==> config.mk <==
export PLATFORM = sky130hd
export DESIGN_NAME = softmax_norm_flat
export DESIGN_NICKNAME = d
export VERILOG_FILES = /design/src/rtl/softmax_pkg.sv /design/src/rtl/softmax_norm_if.sv /design/src/rtl/softmax_div.sv /design/src/rtl/softmax_norm.sv /design/src/flat_wrapper.sv
export SDC_FILE = /design/constraint.sdc
export NUM_CORES = 1
export LEC_CHECK = 0
export ABC_CLOCK_PERIOD_IN_PS = 8000
export BUFFER_PORTS_ARGS = -buffer_cell sky130_fd_sc_hd__buf_2
export CORE_MARGIN = 5
export CORE_UTILIZATION = 60
export CTS_BUF_LIST = sky130_fd_sc_hd__clkbuf_4
export DETAILED_ROUTE_END_ITERATION = 10
export PLACE_DENSITY = 0.89
export SLEW_MARGIN = 20
export SYNTH_ARGS = -nofsm -noshare
export SYNTH_HDL_FRONTEND = slang
export SYNTH_HIERARCHICAL = 1
export SYNTH_SLANG_ARGS = --single-unit
==> constraint.sdc <==
create_clock -name clk -period 8 [get_ports clk]
set_clock_uncertainty 0.15 [all_clocks]
set_input_delay 0.8 -clock clk [delete_from_list [all_inputs] [get_ports clk]]
set_output_delay 0.8 -clock clk [all_outputs]
set_load 0.02 [all_outputs]
==> src/rtl/softmax_pkg.sv <==
// Shared widths, FSM state encoding and the exp-value decoder for the softmax
// normaliser.
package softmax_pkg;

    localparam int EXP_W  = 21;
    localparam int POS_W  = 5;
    localparam int MANT_W = 16;
    localparam int DEC_W  = 47;

    typedef enum logic [1:0] {
        ST_COLLECT = 2'd0,
        ST_LOAD    = 2'd1,
        ST_DIV     = 2'd2,
        ST_OUT     = 2'd3
    } state_e;

    // An exp value is a mantissa shifted left by an unsigned position.
    function automatic logic [DEC_W-1:0] decode_exp(input logic [EXP_W-1:0] x);
        logic [DEC_W-1:0] mant;
        mant = DEC_W'(x[MANT_W-1:0]);
        return mant << x[MANT_W +: POS_W];
    endfunction

endpackage

==> src/rtl/softmax_norm_if.sv <==
// Stream interface of the softmax normaliser: exp values in, probabilities out.
interface softmax_norm_if #(
    parameter int Q_W = 16
);
    import softmax_pkg::*;

    logic             in_valid;
    logic             in_ready;
    logic [EXP_W-1:0] in_data;
    logic             out_valid;
    logic             out_ready;
    logic [Q_W-1:0]   out_data;
    logic             out_last;

    modport slave (
        input  in_valid, in_data, out_ready,
        output in_ready, out_valid, out_data, out_last
    );

    modport master (
        output in_valid, in_data, out_ready,
        input  in_ready, out_valid, out_data, out_last
    );

endinterface

==> src/rtl/softmax_div.sv <==
// Restoring divider producing dividend/divisor as a Q_W-bit fraction, one
// quotient bit per cycle, MSB first.
module softmax_div #(
    parameter int Q_W   = 16,
    parameter int SUM_W = 49
) (
    input  logic             clk,
    input  logic             rst_n,
    input  logic             start,
    input  logic [SUM_W-1:0] dividend,
    input  logic [SUM_W-1:0] divisor,
    output logic             done,
    output logic [Q_W-1:0]   quotient
);

    localparam int IT_W = (Q_W > 1) ? $clog2(Q_W) : 1;

    logic [SUM_W-1:0] rem_reg;
    logic [SUM_W-1:0] rem_next;
    logic [Q_W-1:0]   quo_reg;
    logic [IT_W-1:0]  iter_reg;
    logic             busy_reg;
    logic             sat_reg;
    logic [SUM_W:0]   rem_dbl;
    logic             q_bit;

    // A zero divisor must yield zero bits, otherwise every compare would succeed.
    assign rem_dbl  = {rem_reg, 1'b0};
    assign q_bit    = (divisor != '0) && (rem_dbl >= {1'b0, divisor});
    assign rem_next = q_bit ? SUM_W'(rem_dbl - {1'b0, divisor}) : rem_dbl[SUM_W-1:0];

    assign done     = busy_reg && (iter_reg == IT_W'(Q_W - 1));
    assign quotient = sat_reg ? '1 : quo_reg;

    always_ff @(posedge clk or negedge rst_n) begin
        if (!rst_n) begin
            rem_reg  <= '0;
            quo_reg  <= '0;
            iter_reg <= '0;
            busy_reg <= 1'b0;
            sat_reg  <= 1'b0;
        end else if (start) begin
            rem_reg  <= dividend;
            quo_reg  <= '0;
            iter_reg <= '0;
            busy_reg <= 1'b1;
            // A lone non-zero element is probability 1.0, clamped to all ones.
            sat_reg  <= (dividend == divisor) && (divisor != '0);
        end else if (busy_reg) begin
            rem_reg  <= rem_next;
            quo_reg  <= {quo_reg[Q_W-2:0], q_bit};
            iter_reg <= iter_reg + 1'b1;
            if (done) begin
                busy_reg <= 1'b0;
            end
        end
    end

endmodule

==> src/rtl/softmax_norm.sv <==
// Softmax normaliser: buffers N exp values while summing them, then emits each
// value divided by the sum as an unsigned Q_W-bit fraction.
module softmax_norm
    import softmax_pkg::*;
#(
    parameter int N   = 4,
    parameter int Q_W = 16
) (
    input  logic          clk,
    input  logic          rst_n,
    softmax_norm_if.slave bus
);

    localparam int SUM_W = DEC_W + $clog2(N);
    localparam int IDX_W = $clog2(N);

    localparam logic [1:0] S_COLLECT = ST_COLLECT;
    localparam logic [1:0] S_LOAD    = ST_LOAD;
    localparam logic [1:0] S_DIV     = ST_DIV;
    localparam logic [1:0] S_OUT     = ST_OUT;

    logic [1:0]       state_reg, state_next;
    logic [IDX_W-1:0] cnt_reg, cnt_next;
    logic [IDX_W-1:0] e_reg, e_next;
    logic [SUM_W-1:0] sum_reg, sum_next;

    logic [EXP_W-1:0] buffer [N];
    logic [EXP_W-1:0] rd_data_reg;

    logic             accept;
    logic             last_elem;
    logic             div_start;
    logic             div_done;
    logic [Q_W-1:0]   div_q;
    logic [SUM_W-1:0] dividend;

    assign accept    = (state_reg == S_COLLECT) && bus.in_valid;
    assign last_elem = (e_reg == IDX_W'(N - 1));
    assign dividend  = SUM_W'(decode_exp(rd_data_reg));

    assign bus.in_ready  = (state_reg == S_COLLECT);
    assign bus.out_valid = (state_reg == S_OUT);
    assign bus.out_last  = (state_reg == S_OUT) && last_elem;
    assign bus.out_data  = (state_reg == S_OUT) ? div_q : '0;

    // Reading at the next element index lets LOAD see buffer[e] registered.
    always_ff @(posedge clk) begin
        if (accept) begin
            buffer[cnt_reg] <= bus.in_data;
        end
        rd_data_reg <= buffer[e_next];
    end

    always_comb begin
        state_next = state_reg;
        cnt_next   = cnt_reg;
        e_next     = e_reg;
        sum_next   = sum_reg;
        div_start  = 1'b0;
        case (state_reg)
            S_COLLECT: begin
                if (accept) begin
                    sum_next = sum_reg + SUM_W'(decode_exp(bus.in_data));
                    if (cnt_reg == IDX_W'(N - 1)) begin
                        e_next     = '0;
                        state_next = S_LOAD;
                    end else begin
                        cnt_next = cnt_reg + 1'b1;
                    end
                end
            end
            S_LOAD: begin
                div_start  = 1'b1;
                state_next = S_DIV;
            end
            S_DIV: begin
                if (div_done) begin
                    state_next = S_OUT;
                end
            end
            S_OUT: begin
                if (bus.out_ready) begin
                    if (!last_elem) begin
                        e_next     = e_reg + 1'b1;
                        state_next = S_LOAD;
                    end else begin
                        cnt_next   = '0;
                        sum_next   = '0;
                        e_next     = '0;
                        state_next = S_COLLECT;
                    end
                end
            end
            default: begin
                state_next = S_COLLECT;
            end
        endcase
    end

    always_ff @(posedge clk or negedge rst_n) begin
        if (!rst_n) begin
            state_reg <= S_COLLECT;
            cnt_reg   <= '0;
            e_reg     <= '0;
            sum_reg   <= '0;
        end else begin
            state_reg <= state_next;
            cnt_reg   <= cnt_next;
            e_reg     <= e_next;
            sum_reg   <= sum_next;
        end
    end

    softmax_div #(
        .Q_W   (Q_W),
        .SUM_W (SUM_W)
    ) u_div (
        .clk      (clk),
        .rst_n    (rst_n),
        .start    (div_start),
        .dividend (dividend),
        .divisor  (sum_reg),
        .done     (div_done),
        .quotient (div_q)
    );

endmodule

==> src/flat_wrapper.sv <==
// flat-port wrapper written by rule: the top's interface ports become plain ports
module softmax_norm_flat import softmax_pkg::*;
#(
    parameter int N   = 4,
    parameter int Q_W = 16
)
  (clk, rst_n, bus_in_valid, bus_in_data, bus_out_ready, bus_in_ready, bus_out_valid, bus_out_data, bus_out_last);
  softmax_norm_if #(.Q_W(Q_W)) bus_i ();
  input  logic clk;
  input  logic rst_n;
  input wire logic [$bits(bus_i.in_valid)-1:0] bus_in_valid;
  input wire logic [$bits(bus_i.in_data)-1:0] bus_in_data;
  input wire logic [$bits(bus_i.out_ready)-1:0] bus_out_ready;
  output wire logic [$bits(bus_i.in_ready)-1:0] bus_in_ready;
  output wire logic [$bits(bus_i.out_valid)-1:0] bus_out_valid;
  output wire logic [$bits(bus_i.out_data)-1:0] bus_out_data;
  output wire logic [$bits(bus_i.out_last)-1:0] bus_out_last;
  assign bus_i.in_valid = bus_in_valid;
  assign bus_i.in_data = bus_in_data;
  assign bus_i.out_ready = bus_out_ready;
  assign bus_in_ready = bus_i.in_ready;
  assign bus_out_valid = bus_i.out_valid;
  assign bus_out_data = bus_i.out_data;
  assign bus_out_last = bus_i.out_last;
  softmax_norm #(.N(N), .Q_W(Q_W)) u_core (.clk(clk), .rst_n(rst_n), .bus(bus_i));
endmodule
* After elaboration in Yosys (flattened, before gate mapping) *
Memories as Yosys holds them, arrays and structs flattened. A register that Yosys moved wholly into a read port is not among the register bits.
Index checks and enable logic that the tools add are counted.

word-level totals
  memory bits (writable) = 84
  bits in registers = 126
  memories kept = 1

operators by class
  mux-type cells = 35
  equal/unequal tests = 13
  add/sub/neg operators = 5
  reductions and logical operators = 12
  shifts and indexed selects = 2
  magnitude comparators = 1

memories
  memory         depth  bits a word  rd ports  clocked after Yosys merged registers in  wr ports  line                source
  u_core.buffer  4      21           1         1                                        1         softmax_norm.sv:27  logic [EXP_W-1:0] buffer [N];

operators with widths
  operator               number
  $mux W49               6
  $pmux W49 S2           1
  $shl A16 B5 Y47        2
  $mux W16               4
  $ge A50 B49 Y1         1
  $add A49 B47 Y49       1
  $eq A47 B49 Y1         1
  $reduce_bool A49 Y1    1
  $sub A49 B49 Y49       1
  $mux W2                12
  $eq A2 B2 Y1 const B   4
  $mux W4                2
  $ne A2 B1 Y1 const B   4
  $pmux W2 S2            2
  $pmux W2 S4            1
  $reduce_and A4 Y1      2
  $mux W1                7
  $logic_and A1 B1 Y1    5
  $reduce_and A5 Y1      1
  $add A2 B1 Y2 const B  2
  $add A4 B1 Y4 const B  1
  $eq A4 B4 Y1 const B   1
  $ne A2 B2 Y1 const B   2
  $reduce_bool A2 Y1     2
  other kinds (2)        2

* Longest topological paths before layout *
Gate-level depths: netlist of the first run.

  depth after elaboration = 5
  gate-level depth with buffers = 21
  mapped depth without buffers = 18

* Modules after synthesis *
Netlist of the first run, hierarchy kept.

by module, submodules not included
  module        cells an instance  instances  area an instance (µm²)
  softmax_norm  1239               1          10792.9
  softmax_div   985                1          7505.9

* Worst setup path after synthesis of the first run *
OpenSTA, ideal clock, no wires.

  path type = input to register
  start = input port bus_in_data[16]
  end = register u_core.sum_reg[46]
  data arrival time = 4.470 ns
  path slack = 3.259 ns
  required time = 7.728 ns
  buffers on the path = 3
  cell stages on the path = 19
  path through = clkbuf_1 -> clkbuf_1 -> mux2_2 -> o21ai_0 -> nor2_1 -> a21oi_1 -> mux2_2 -> nor2_1 -> ha_1 -> buf_2 -> a21oi_1 -> o21ai_0 -> or2_0 -> o31ai_2 -> a21oi_2 -> o21ai_2 -> a21oi_1 -> or3_1 -> a32o_1

between the ends
  cells in the longest elaborated chain, start to end = 4

RTL lines
  element               line                 source
  start, declared       flat_wrapper.sv:12   input wire logic [$bits(bus_i.in_data)-1:0] bus_in_data;
  $shl A16 B5 Y47       softmax_pkg.sv:21    return mant << x[MANT_W +: POS_W];
  $add A49 B47 Y49      softmax_norm.sv:63   sum_next = sum_reg + SUM_W'(decode_exp(bus.in_data));
  $mux W49              softmax_norm.sv:62   if (accept) begin
  $pmux W49 S2          softmax_norm.sv:60   case (state_reg)
  end signal, assigned  softmax_norm.sv:110  sum_reg <= sum_next;
  end, declared         softmax_norm.sv:25   logic [SUM_W-1:0] sum_reg, sum_next;

No other way between the ends. The select of a mux whose other input is x is not followed.
A chain may end at the register's enable or synchronous reset.

* Final worst setup path of the first run *
  start = register u_core.sum_reg[7]
  end = register u_core.u_div.rem_reg[38]

between the ends
  cells in the longest elaborated chain, start to end = 5

RTL lines
  element                                                line               source
  $ge A50 B49 Y1 or $reduce_bool A49 Y1 (tied branches)  softmax_div.sv:29  assign q_bit = (divisor != '0) && (rem_dbl >= {1'b0, divisor});
  $logic_and A1 B1 Y1                                    softmax_div.sv:29
  $mux W49 *                                             softmax_div.sv:30  assign rem_next = q_bit ? SUM_W'(rem_dbl - {1'b0, divisor}) : rem_dbl[SUM_W-1:0];
  $mux W49 *                                             softmax_div.sv:49  end else if (busy_reg) begin
  $mux W49 *                                             softmax_div.sv:42  end else if (start) begin
  end signal, assigned                                   softmax_div.sv:43  rem_reg <= dividend;
  end signal, assigned                                   softmax_div.sv:50  rem_reg <= rem_next;
  end, declared                                          softmax_div.sv:18  logic [SUM_W-1:0] rem_reg;

Mark *: on every way between the ends. The rest lies on a longest branch, timed or not. The select of a mux whose other input is x is not followed.

==> impl_metrics.csv, run 1 <==
group,metric,value,unit
timing,max-slew-margin-rel,0.184,
layout,nFillCells,2560,
pwr,vdd.ir_drop.worst,562,uV
setup_path,startpoint,"u_core/sum_reg[7]$_DFFE_PN0P_",
layout,multiInputGateArea,11300,um^2
timing,finalCriticalPeriod,5.09,ns
setup_path,path_max_fanout,26,
global_route,track_usage,0.337,
pwr,p_per_area,506,nW/um^2
synth,synth.distinct_cells,91,
clocking,htreeDepth,2,
setup_path,worstPathRequired,8.55,ns
detailed_routing,drtIter0Drc,2255,
job,max_cap_violations,0,
floorplan,start_util,0.603,
layout,drive_above_1_share,0.0924,
clocking,cts_tree,"built",
floorplan,die_area,34100,um^2
global_route,grt_max_degree,87,
status,status,"finished, final reports clean",
placed_design,io_buffer_count,43,
setup_path,crit_arrival,5.64,ns
clocking,cts_buffers,60,
layout,fin_nets,2337,
timing,fmax,197,MHz
floorplan,dieWidth,185,um
setup_path,slowest_stage,"nand2_1",
timing,post-route-period-util,0.636,
setup_path,rr_endpoint,"u_core/u_div/rem_reg[38]$_DFFE_PN0P_",
detailed_routing,drc,0,
hold_path,worstHoldPathType,"in -> reg",
synth,post-synth-top-area-fraction,0.172,
clocking,clk_pin_slew,0.08,ns
synth,synth_seq_area_share,0.333,
synth,synth-seq-cells,231,
setup_path,critPathKind,"reg -> reg",
floorplan,num_io_pins,44,
pwr,leakagePower,8.59,nW
detailed_routing,vias,17500,
clocking,clock-sinks,231,
setup_path,timing.rr.start,"u_core/sum_reg[7]$_DFFE_PN0P_",
layout,area_delta_synth_final,5.87,%
setup_path,cp.depth,11,
clocking,postCtsResizedCells,0,
setup_path,crit_path_end_kind,"flop",
timing,finalHoldViolCount,0,
pwr,pwr-share-seq,0.228,
layout,fin_cells,2649,
synth,syn_inst,2224,
floorplan,core-area,30300,um^2
synth,synth_edf_count,84,
setup_path,startpoint_type,"flop",
synth,yosysWarnings,6,
synth,synthesis.area,18300,um^2
timing,worst_hold_slack,0.108,ns
setup_path,cp_cell_sequence,"inv_1, ha_1, a2111oi_0, nor4_1, o211a_1, o31ai_1, a211o_1, nand2_1, nand2_1, a21oi_1, a211o_1",
hold_path,whs_path_depth,1,
synth,yosysTopAreaCell,"dfrtp_1",
detailed_routing,drt-pass1-iter-count,6,
clocking,cts_max_path_buffers,3,
detailed_routing,routedWlPerCell,22.2,um
placed_design,dp_cells,2537,
detailed_routing,drt.antenna.violating_nets,0,
pwr,power_switching,0.00516,W
synth,syn-mean-instance-area,8.23,um^2
timing,tightest_slew,1.21,ns
timing,finalSetupTns,0,ns
clocking,cts_root_buf,"clkbuf_4",
setup_path,regToRegSetupSlack,2.91,ns
global_route,antenna_found_initial,2,
global_route,grt_pass1_vias,16500,
pwr,clkPwrFrac,0.110,
detailed_routing,routed_via_density,6.62,
layout,ff_latch_area,6100,um^2
clocking,clk_latency,0.82,ns
layout,largest_reg_flops,84,
timing,drv_slew,0,
global_route,grt_overflow,0,
detailed_routing,postRouteWirelength,58700,um
pwr,comb_power_share,0.662,
pwr,p_int,0.00464,W
pwr,power.share.switching,0.527,
placed_design,dp_hpwl,43400,um
floorplan,core.rowCount,64,
clocking,post_cts_buffers,0,
setup_path,cp_num_buf_inv,1,
synth,synth-async-reset-ratio,0.545,
global_route,grt_pass1_wl,90700,um
setup_path,worst_r2r_path_depth,11,
setup_path,crit_end,"u_core/u_div/rem_reg[38]$_DFFE_PN0P_",
timing,setup_viol,0,
synth,ys.flop_type,"dfrtp_1",
timing,rsz0062_at_grt,"no",
synth,synth_area_leaders,"dfrtp_1, edfxtp_1, ha_1",
placed_design,place.gp.congestion,1.05,
floorplan,die_y,185,um
setup_path,cpPeakStageDelay,1.04,ns
setup_path,crit_family,"compound AO/OA/AOI/OAI gates",
-- layer usage --
| metal | wire (um) | part of all wire | GRT usage | vias to the layer above |
|---|---|---|---|---|
| met5 | 13 | 0.00022 | 0 | - |
| met1 | 24200 | 0.41 | 0.460 | 8245 |
| met4 | 2740 | 0.047 | 0.151 | 2 |
| met3 | 5700 | 0.097 | 0.0659 | 194 |
| li1 | - | - | - | 8046 |
| met2 | 26000 | 0.44 | 0.523 | 1048 |
-- Yosys cell counts (all sizes together) (7+ instances only) --
cell	number
dfrtp	126
or2	21
nor2b	16
ha	106
o211ai	17
mux2	17
nand2	307
nand3	28
xnor2	71
dfxtp	21
nand4	39
nor3b	7
a31oi	40
inv	101
and2	60
o31ai	9
a21o	68
a211oi	38
or3	11
nand2b	9
o21a	13
a22o	7
xor2	54
o31a	8
mux2i	51
nor3	24
o21bai	16
o22ai	21
clkbuf	101
o21ai	141
buf	36
edfxtp	84
a21oi	175
nor4	24
nor2	192
and3	35
a311oi	20
o221ai	21
-- repair_timing --
| item | 4_1_cts | 5_1_grt |
|---|---|---|
| endpoints found under the setup margin | 0 | 0 |
| hold buffers | 0 | 1 |
| hold endpoints to repair | 0 | 67 |
-- power by group through the flow --
stage,sequential [W],combinational (W),clock [W]
after floorplan,0.00191,0.00491,0
after CTS,0.00219,0.00629,0.00110
after global routing,0.00226,0.00702,0.00116
after detailed placement,0.00222,0.00624,0
after global placement,0.00220,0.00610,0
final,0.00223,0.00649,0.00108
-- logic make-up after synthesis --
kind of cell,after synthesis,share of synthesized area
xor+xnor,125,0.0598
other cells,1,0.000205
buf+inv,240,0.0517
mux,73,0.0445
flops,231,0.333
simple gates,786,0.199
compound gates,660,0.237
fa+ha+maj,108,0.0747
-- cells in the final DEF, fill, tap and decap left out, types with 11 or more instances in the layout --
master    count
clkinv_1     23
o22ai_1      21
inv_1        98
a31oi_1      40
o21bai_1     15
or3_1        11
buf_2        42
dfrtp_1     125
nor4_1       24
nand4_1      39
ha_1        105
nand3_1      28
dfxtp_1      21
o21ai_0     115
o221ai_1     21
or2_2        20
o21ai_1      25
xnor2_1      71
nand2_1     307
o21a_1       13
and3_1       31
nor2b_1      16
o211ai_1     17
a211oi_1     37
nor3_1       24
a21o_1       68
and2_1       52
clkbuf_4     81
edfxtp_1     84
mux2_2       17
mux2i_1      51
nor2_1      192
a21oi_1     172
a311oi_1     20
xor2_1       54
-- worst register-to-register path: cells and delay by family (launching register included) --
kind                     cells  cell delay (ns)
AO/OA/AOI/OAI                6             2.04
AND/OR/NAND/NOR              3             1.80
flip-flops                   1             0.52
adder cells (fa/ha/maj)      1             0.43
buffers and inverters        1             0.09
-- final cells by class --
class / count / area share
clock buffers: 81 / 0.0314
flip-flops and latches: 231 / 0.315
diodes: 1 / 0.000129
clock inverters: 29 / 0.00969
inverters: 103 / 0.0200
multi-input cells: 1756 / 0.584
well taps: 396 / 0.0256
repair buffers: 52 / 0.0150
-- per-stage QoR --
step | area, um^2 | total power [W] | util | setup slack (ns)
after floorplan | 18300 | 0.00682 | - | 3.26
after global placement | 18600 | 0.00830 | 0.611 | 2.94
after detailed placement | 18600 | 0.00845 | 0.611 | 2.85
after CTS | 19400 | 0.00958 | 0.638 | 3.06
after global routing | 19400 | 0.0104 | 0.638 | 2.72
final | 19400 | 0.00980 | 0.638 | 2.91
-- worst min-delay path by stage --
stage,start,endpoint,slack [ns]
2_1_floorplan,u_core/u_div/quo_reg[15]$_DFFE_PN0P_,u_core/u_div/quo_reg[15]$_DFFE_PN0P_,0.33
3_3_place_gp,u_core/u_div/quo_reg[15]$_DFFE_PN0P_,u_core/u_div/quo_reg[15]$_DFFE_PN0P_,0.35
3_5_place_dp,u_core/u_div/quo_reg[15]$_DFFE_PN0P_,u_core/u_div/quo_reg[15]$_DFFE_PN0P_,0.37
4_1_cts,rst_n,u_core/u_div/quo_reg[12]$_DFFE_PN0P_,0.03
5_1_grt,bus_in_data[8],u_core/buffer[0][8]$_DFFE_PP_,0.06
6_report,bus_in_data[8],u_core/buffer[0][8]$_DFFE_PP_,0.11
Note: power is estimated with default switching activity, not from simulation.
==> run 2: changes to the inputs <==
--- a/config.mk
+++ b/config.mk
@@ -5,7 +5,7 @@
 export SDC_FILE = /design/constraint.sdc
 export NUM_CORES = 1
 export LEC_CHECK = 0
-export ABC_CLOCK_PERIOD_IN_PS = 8000
+export ABC_CLOCK_PERIOD_IN_PS = 5330
 export BUFFER_PORTS_ARGS = -buffer_cell sky130_fd_sc_hd__buf_2
 export CORE_MARGIN = 5
 export CORE_UTILIZATION = 60
==> constraint.sdc (replaced) <==
create_clock -name clk -period 5.33 [get_ports clk]
set_clock_uncertainty 0.15 [all_clocks]
set_input_delay 0.533 -clock clk [delete_from_list [all_inputs] [get_ports clk]]
set_output_delay 0.533 -clock clk [all_outputs]
set_load 0.02 [all_outputs]
==> run 2 against run 1 <==
- flip-flop and latch count unchanged
- critical path depth up 2
- register-to-register slack worse by 2.0 ns
- combinational power up 54%
- maximum frequency up 16%
- critical path type unchanged
- largest cell class unchanged
==> impl_metrics.csv, run 2 (same netlist as run 1, synthesis figures left out) <==
group,metric,value,unit
clocking,clock-sinks,231,
clocking,cts_tree,"built",
global_route,grt_max_degree,72,
setup_path,worstPathRequired,5.85,ns
floorplan,die_y,185,um
timing,post-route-period-util,0.824,
detailed_routing,drc,0,
detailed_routing,vias,17900,
clocking,postCtsResizedCells,0,
layout,largest_reg_flops,84,
job,max_cap_violations,0,
timing,finalCriticalPeriod,4.39,ns
clocking,cts_root_buf,"clkbuf_4",
pwr,clkPwrFrac,0.116,
placed_design,io_buffer_count,43,
clocking,clk_pin_slew,0.07,ns
pwr,leakagePower,8.84,nW
detailed_routing,met1_length,24200,um
pwr,pwr-share-seq,0.216,
floorplan,start_util,0.603,
detailed_routing,drt-pass1-iter-count,8,
setup_path,path_max_fanout,26,
layout,fin_cells,2699,
pwr,p_per_area,756,nW/um^2
detailed_routing,met2_length,26200,um
global_route,track_usage,0.350,
timing,worst_hold_slack,0.0964,ns
detailed_routing,top_layer,"met4",
timing,finalHoldViolCount,0,
status,status,"finished, final reports clean",
clocking,cts_buffers,66,
placed_design,place.gp.congestion,1.08,
detailed_routing,drtIter0Drc,2136,
floorplan,dieWidth,185,um
clocking,htreeDepth,3,
floorplan,die_area,34100,um^2
layout,nFillCells,2459,
layout,drive_above_1_share,0.109,
global_route,grt_pass1_vias,17000,
layout,area_delta_synth_final,8.20,%
pwr,p_int,0.00716,W
layout,layout_commonest_cell,"nand2_1",
timing,finalSetupTns,0,ns
pwr,power_switching,0.00782,W
detailed_routing,routed_via_density,6.62,
pwr,power,0.0150,W
pwr,power.share.switching,0.522,
setup_path,critPathKind,"reg -> reg",
floorplan,core-area,30300,um^2
floorplan,num_io_pins,44,
timing,tightest_slew,1.15,ns
placed_design,dp_cells,2564,
timing,setup_viol,0,
clocking,cts_max_path_buffers,3,
floorplan,core.rowCount,64,
detailed_routing,routedWlPerCell,22.2,um
global_route,grt_pass1_wl,94200,um
global_route,grt_overflow,0,
detailed_routing,postRouteWirelength,59900,um
global_route,antenna_found_initial,1,
layout,fin_nets,2386,
hold_path,worstHoldPathType,"in -> reg",
timing,rsz0062_at_grt,"no",
setup_path,crit_path_end_kind,"flop",
pwr,vdd.ir_drop.worst,1090,uV
detailed_routing,wl_met3,6380,um
timing,drv_slew,0,
timing,fmax,228,MHz
layout,utilization,0.652,
layout,mostFrequentLayoutCells,"nand2_1, nor2_1, a21oi_1",
timing,max-slew-margin-rel,0.232,
clocking,clk_latency,0.74,ns
setup_path,crit_arrival,4.92,ns
clocking,cts_hold_buf,17,
detailed_routing,drt.antenna.violating_nets,0,
placed_design,dp_hpwl,44500,um
pwr,comb_power_share,0.668,
clocking,post_cts_buffers,0,
setup_path,startpoint_type,"flop",
run 2: through the flow:
step | setup WS [ns] | area, um^2
floorplan | 0.856 | 18300
global placement | 0.549 | 18800
detailed placement | 0.458 | 18800
CTS | 1.01 | 19800
global route | 0.634 | 19800
finish | 0.935 | 19800
run 2: cell type report:
type / instances / area (um^2) / share of cell area
diodes: 1 / 2.50 / 0.000126
flip-flops and latches: 231 / 6100 / 0.308
clock inverters: 22 / 153 / 0.00771
well taps: 396 / 495 / 0.0250
inverters: 103 / 387 / 0.0195
multi-input cells: 1756 / 11300 / 0.571
repair buffers: 95 / 651 / 0.0329
clock buffers: 95 / 713 / 0.0360
run 2: final timing paths:
check                      cells after the start                      startpoint                                   end  slack [ns]
min reg2reg                                    2  u_core/buffer[3][20]$_DFFE_PP_        u_core/rd_data_reg[20]$_DFF_P_        0.36
max in group asynchronous                      3                           rst_n       u_core/u_div/busy_reg$_DFF_PN0_        3.77
min                                            1                 bus_in_data[18]        u_core/buffer[1][18]$_DFFE_PP_         0.1
max                                           13   u_core/sum_reg[1]$_DFFE_PN0P_  u_core/u_div/rem_reg[45]$_DFFE_PN0P_        0.94
min in group asynchronous                      2                           rst_n  u_core/u_div/rem_reg[48]$_DFFE_PN0P_        0.17
max reg2reg                                   13   u_core/sum_reg[1]$_DFFE_PN0P_  u_core/u_div/rem_reg[45]$_DFFE_PN0P_        0.94
run 2: power groups by stage:
stage	registers (W)	clock network, W	logic [W]
5_1_grt	0.00328	0.00187	0.0109
6_report	0.00324	0.00174	0.0100
3_5_place_dp	0.00321	0	0.00960
4_1_cts	0.00318	0.00177	0.00968
2_1_floorplan	0.00287	0	0.00737
3_3_place_gp	0.00318	0	0.00937
run 2: routing by layer:
layer | track usage | up-vias
met5 | 0 | -
met3 | 0.0829 | 224
li1 | - | 8139
met4 | 0.159 | 0
met2 | 0.535 | 1089
met1 | 0.476 | 8413
run 2: worst max-delay path, cell delays in order (launching register included):
cell and delay (ns):
dfrtp_1 0.53, inv_1 0.18, ha_1 0.33, ha_1 0.18
and4b_1 0.26, nand4_1 0.17, or4_1 0.65, o21ai_1 0.17
a22oi_1 0.11, nand2_1 0.09, buf_4 0.29, nand2_1 0.62
o31a_1 0.52, nand2_1 0.07
